[src/rtl/pc_gen_pkg.sv]
// pc_gen shared types: next-PC source select and its priority encoder.
// Shared by pc_gen; see pc_gen.sv for the PC_ALIGN_CHK_EN option.
package pc_gen_pkg;

  typedef enum logic [2:0] {
    SRC_INIT,
    SRC_FLUSH,
    SRC_HOLD,
    SRC_PEND,
    SRC_BR,
    SRC_SEQ
  } src_e;

  // First edge after reset only arms the fetch; the PC stays put.
  function automatic src_e pick_src(
    input logic run,
    input logic flush,
    input logic stall,
    input logic pend,
    input logic br
  );
    if (!run)       return SRC_INIT;
    else if (flush) return SRC_FLUSH;
    else if (stall) return SRC_HOLD;
    else if (pend)  return SRC_PEND;
    else if (br)    return SRC_BR;
    else            return SRC_SEQ;
  endfunction

endpackage

[src/rtl/pc_gen.sv]
// Fetch-address generator with stall hold and a one-entry pending branch.
// Define PC_ALIGN_CHK_EN to add misalign_o and suppress misaligned fetches.
module pc_gen
  import pc_gen_pkg::*;
#(
  parameter int          ADDR_W    = 32,
  parameter logic [31:0] RESET_VEC = 32'h0000_0000,
  parameter int          STEP      = 4
) (
  input  logic              clk,
  input  logic              rst,
  input  logic              stall_i,
  input  logic              flush_i,
  input  logic [ADDR_W-1:0] new_pc_i,
  input  logic              branch_flag_i,
  input  logic [ADDR_W-1:0] branch_target_address_i,
  output logic [ADDR_W-1:0] inst_addr,
  output logic              inst_ce,
`ifdef PC_ALIGN_CHK_EN
  output logic              misalign_o,
`endif
  output logic              pend_valid_o
);

  localparam logic [ADDR_W-1:0] RST_PC = ADDR_W'(RESET_VEC);
  localparam logic [ADDR_W-1:0] STEP_W = ADDR_W'(STEP);

  logic              run;
  logic [ADDR_W-1:0] pend_tgt;
  logic [ADDR_W-1:0] next_pc;
  logic              pend_nxt_v;
  logic [ADDR_W-1:0] pend_nxt_t;
  logic              ce_nxt;
  src_e              src;

`ifdef PC_ALIGN_CHK_EN
  localparam logic [ADDR_W-1:0] ALIGN_MASK = ADDR_W'(STEP - 1);
  logic mis_nxt;
  assign mis_nxt = |(next_pc & ALIGN_MASK);
  assign ce_nxt  = ~mis_nxt;
`else
  assign ce_nxt  = 1'b1;
`endif

  always_comb begin
    src = pick_src(run, flush_i, stall_i,
                   pend_valid_o, branch_flag_i);
    next_pc    = inst_addr;
    pend_nxt_v = pend_valid_o;
    pend_nxt_t = pend_tgt;
    unique case (src)
      SRC_INIT: ;
      SRC_FLUSH: begin
        next_pc    = new_pc_i;
        pend_nxt_v = 1'b0;
      end
      SRC_HOLD: begin
        if (branch_flag_i) begin
          pend_nxt_v = 1'b1;
          pend_nxt_t = branch_target_address_i;
        end
      end
      // A live branch supersedes the buffered one.
      SRC_PEND: begin
        next_pc    = branch_flag_i ? branch_target_address_i
                                   : pend_tgt;
        pend_nxt_v = 1'b0;
      end
      SRC_BR:  next_pc = branch_target_address_i;
      SRC_SEQ: next_pc = inst_addr + STEP_W;
      default: ;
    endcase
  end

  always_ff @(posedge clk) begin
    if (rst) begin
      run          <= 1'b0;
      inst_addr    <= RST_PC;
      inst_ce      <= 1'b0;
      pend_valid_o <= 1'b0;
      pend_tgt     <= '0;
`ifdef PC_ALIGN_CHK_EN
      misalign_o   <= 1'b0;
`endif
    end else begin
      run          <= 1'b1;
      inst_addr    <= next_pc;
      inst_ce      <= ce_nxt;
      pend_valid_o <= pend_nxt_v;
      pend_tgt     <= pend_nxt_t;
`ifdef PC_ALIGN_CHK_EN
      misalign_o   <= mis_nxt;
`endif
    end
  end

endmodule

[config.mk]
export PLATFORM = sky130hd
export DESIGN_NAME = pc_gen
export DESIGN_NICKNAME = d
export VERILOG_FILES = /design/src/rtl/pc_gen_pkg.sv /design/src/rtl/pc_gen.sv
export SDC_FILE = /design/constraint.sdc
export NUM_CORES = 1
export LEC_CHECK = 0
export BUFFER_PORTS_ARGS = -buffer_cell sky130_fd_sc_hd__buf_2
export CAP_MARGIN = 15
export CORE_MARGIN = 4
export CORE_UTILIZATION = 48
export DETAILED_ROUTE_END_ITERATION = 6
export GPL_ROUTABILITY_DRIVEN = 0
export PLACE_DENSITY = 0.84
export SYNTH_ARGS = -nofsm -noshare
export SYNTH_HDL_FRONTEND = slang
export SYNTH_SLANG_ARGS = --single-unit
[constraint.sdc]
create_clock -name clk -period 1.95 [get_ports clk]
set_input_delay 0.195 -clock clk [delete_from_list [all_inputs] [get_ports clk]]
set_output_delay 0.195 -clock clk [all_outputs]
set_load 0.02 [all_outputs]
==> summary.md <==
| Metric | Value |
|---|---|
| Slowest CP cell | `o41ai_1` |
| Clock network power share | `36.8%` |
| Clk_lat worst skew | `350 ps` |
| N_diodes | `0` |
| CTS Buffer Depth | `2` |
| Share of cells above drive strength 1 | `30.8%` |
| CP max stage delay | `460 ps` |
| Detailed-route DRC error count | `2` |
| Crit path required time | `2240 ps` |
| Most frequent cells in the layout | `nand2_1 (133), buf_2 (102), a21oi_1 (55), dfxtp_1 (53), buf_4 (41)` |
| Synth area leader | `dfxtp_1` |
| Number of synthesized flops with an enable pin | `0` |
| Fin util | `65.5%` |
| # clock sinks | `66` |
| Final Power | `3.32 mW` |
| YS warnings | `0` |
| I/O pin cnt | `103` |
| First-pass GRT wire length | `19.9 mm` |
| Synth Instances | `510` |
| Sequential share of the synthesized area | `35.5%` |
| Row count | `31` |
| Initial antenna violation count | `0` |
| Arrival time worst endpoint | `2290 ps` |
| Worst setup EP type | `register` |
| Min-Delay Path Class | `in -> reg` |
| Total CTS buffers | `9` |
| CP Class | `reg -> reg` |
| Pins over their slew limit | `0` |
| Dpl ws | `17.9 ps` |
| Most common cell after layout, fill and taps aside | `nand2_1` |
| Footprint of the multi-input gates | `2300 µm²` |
| Final Hold Fails | `0` |
| CP endpoint | `inst_addr[12]` |
| Clock root buffer | `clkbuf_8` |
| Reg2Reg Setup Slack | `-60 ps` |
| Netlist Area Pre-Place | `3720 µm²` |
| Worst-Margin Slew | `619 ps` |
| Worst-path cell chain | `or3b_4 > or3_4 > buf_12 > o41ai_1 > a32o_1` |
| Routed via count | `4,495` |
| Pint | `2.29 mW` |
| Wire per inst | `17.6 µm` |
| Vias in the first global route | `4,042` |
| Reg area | `1340 µm²` |
| Net Sw Frac | `31.1%` |
| Max-Cap Viols | `0` |
| Share of the synthesized area in the top cell type | `35.5%` |
| Yosys reg bits | `66` |
| Die area | `9220 µm²` |
| Fin crit period | `2010 ps` |
| DR iter-0 viols | `496` |
| Final HPWL DP | `9.05 mm` |
| Number of fill cells | `641` |
| Peak VDD IR | `0.000447 V` |
| Syn_nets | `580` |
| Post-route setup slack | `-55.7 ps` |
| Die height | `96.0 µm` |
| Reg2Reg Depth | `5` |
| Cell area after layout | `4850 µm²` |
| Async S/R FF share, synth | `0%` |
| Placement Cell Area | `4530 µm²` |
| FF-to-FF End | `inst_addr[12]` |
| H-tree depth | `3` |
| Largest cells by area after synthesis | `dfxtp_1 (36%), nand2_1 (13%), a21oi_1 (7.5%)` |
| Pwr Density | `685 nW/µm²` |
| Outcome | `complete, but fails checks` |
| Pre-antenna DRT Iters | `7` |
| Final setup vio count | `1` |
| Hold buffer count at cts | `0` |
| Max Fclk | `499 MHz` |
| Critical path origin | `run` |
| Die width | `96.0 µm` |
| All-Layer GR Usage | `27.9%` |
| DRT antenna net count | `0` |
| Sequential Power Share | `44.4%` |
| Logic pwr share | `18.8%` |
| Vias per Instance | `6.17` |
| Area grow syn2layout | `30.4%` |
| Core Region | `7410 µm²` |
| Clock Skews | `12.4 ps` |
| Primary FF master, synth | `dfxtp_1` |
| GRT Residual Overflow | `0` |
| Failing checks | `design-rule violations, negative setup slack` |
| Worst-path fanout max | `8` |
| RSZ-0062 raised after global routing | `yes` |
| CP Launch Type | `register` |
| Port Buf Inserts | `102` |
| Max_slew headroom | `58.8%` |
| Reg2reg start | `run` |
| Mapped Avg Cell Area | `7.29 µm²` |
| Synth unique cells | `54` |
| Fin nets | `694` |
| Pleak | `1.86 nW` |
| Register clock-pin slew on the reported worst setup and hold paths | `80 ps` |
| Sw Pwr | `1.03 mW` |
| Period utilization | `103%` |
| WL final | `12.8 mm` |
| Largest net degree at the start of global routing | `41` |
| CTS tree | `built` |
| Initial Utilization | `50.2%` |
==> worst min path at each step <==
stage | start | endpoint | slack, ps | depth (start not counted)
after CTS | branch_target_address_i[27] | pend_tgt[27] | 80 | 3
final | branch_target_address_i[19] | pend_tgt[19] | 80 | 3
after global routing | branch_target_address_i[11] | pend_tgt[11] | 80 | 3
after floorplan | branch_target_address_i[10] | pend_tgt[10] | 330 | 2
after detailed placement | pend_tgt[7] | pend_tgt[7] | 440 | 2
after global placement | pend_tgt[8] | pend_tgt[8] | 440 | 2
==> critical path, delay by kind of cell (launching register included) <==
kind	cells	cell delay (ps)
compound gates	2	660
flops	1	330
simple gates	2	800
buf+inv	1	160
==> area by class of cell <==
class	instances	share of cell area (%)
clock buffer	10	2.84
clock inverter	6	1.34
inverter	5	0.387
tap	99	2.55
timing repair buffer	145	17.7
sequential	66	27.7
multi-input combinational	397	47.5
==> stage by stage <==
stage | cells | TNS, ps | hold slack (ps)
2_1_floorplan | 510 | 0 | 331
3_3_place_gp | 707 | 0 | 439
3_5_place_dp | 707 | 0 | 445
4_1_cts | 723 | 0 | 76.9
5_1_grt | 728 | -257 | 78.9
6_report | 728 | -55.7 | 80.5
==> power by group through the flow <==
stage          clock network (mW)  registers [mW]  logic, mW
6_report                     1.22            1.47      0.625
5_1_grt                      1.27            1.48      0.676
4_1_cts                      1.20            1.47      0.603
3_5_place_dp                    0            1.50      0.600
3_3_place_gp                    0            1.49      0.588
2_1_floorplan                   0            1.56      0.265
==> registers in the layout, summed over array words and instances, names as in the netlist <==
signal and flops:
pend_tgt 32, pend_valid_o 1, inst_addr 32, run 1
==> layer usage <==
metal / share of wire, % / routed length, µm / GRT usage (%)
met1: 40 / 5160 / 39.1
met2: 47 / 5980 / 41.9
met3: 10 / 1310 / 4.22
met4: 2.9 / 374 / 12.9
met5: 0 / 0 / 0
==> cell usage after synthesis, types with 2 or more instances <==
library cell	n
and3_1	3
o211ai_1	25
mux2i_1	4
nand2b_1	6
nand4_2	2
nor4_2	2
dfxtp_1	66
and4_1	5
a31oi_1	37
clkbuf_1	34
inv_1	5
buf_2	2
o22ai_1	3
a21o_1	2
nand2_1	133
o31a_1	4
xnor2_1	8
o21a_1	2
a21oi_1	56
nand4_1	9
o21ai_0	25
o2111ai_1	2
buf_6	2
nor2_1	11
buf_1	5
nor3_1	6
a32o_1	2
or4_1	2
nor4_1	5
nand3_1	13
o221ai_1	4
xor2_1	2
and2_1	2
==> what timing repair did <==
item                                    4_1_cts  5_1_grt
pin swaps                                     1        6
gates resized for setup                       0       16
buffers inserted                              0        4
endpoints found under the setup margin        1       10
gates cloned                                  0        1
==> kinds of logic after synthesis <==
| family | after synthesis | synth area share (%) |
|---|---|---|
| AOI/OAI and AO/OA | 173 | 29.0 |
| xor gates and xnor gates | 10 | 2.36 |
| adders and majority gates | 1 | 0.336 |
| buffers and inverters | 48 | 5.32 |
| DFF | 66 | 35.5 |
| muxes | 4 | 1.08 |
| and+or+nand+nor | 208 | 26.3 |
Power figures use the tool's default switching activity.
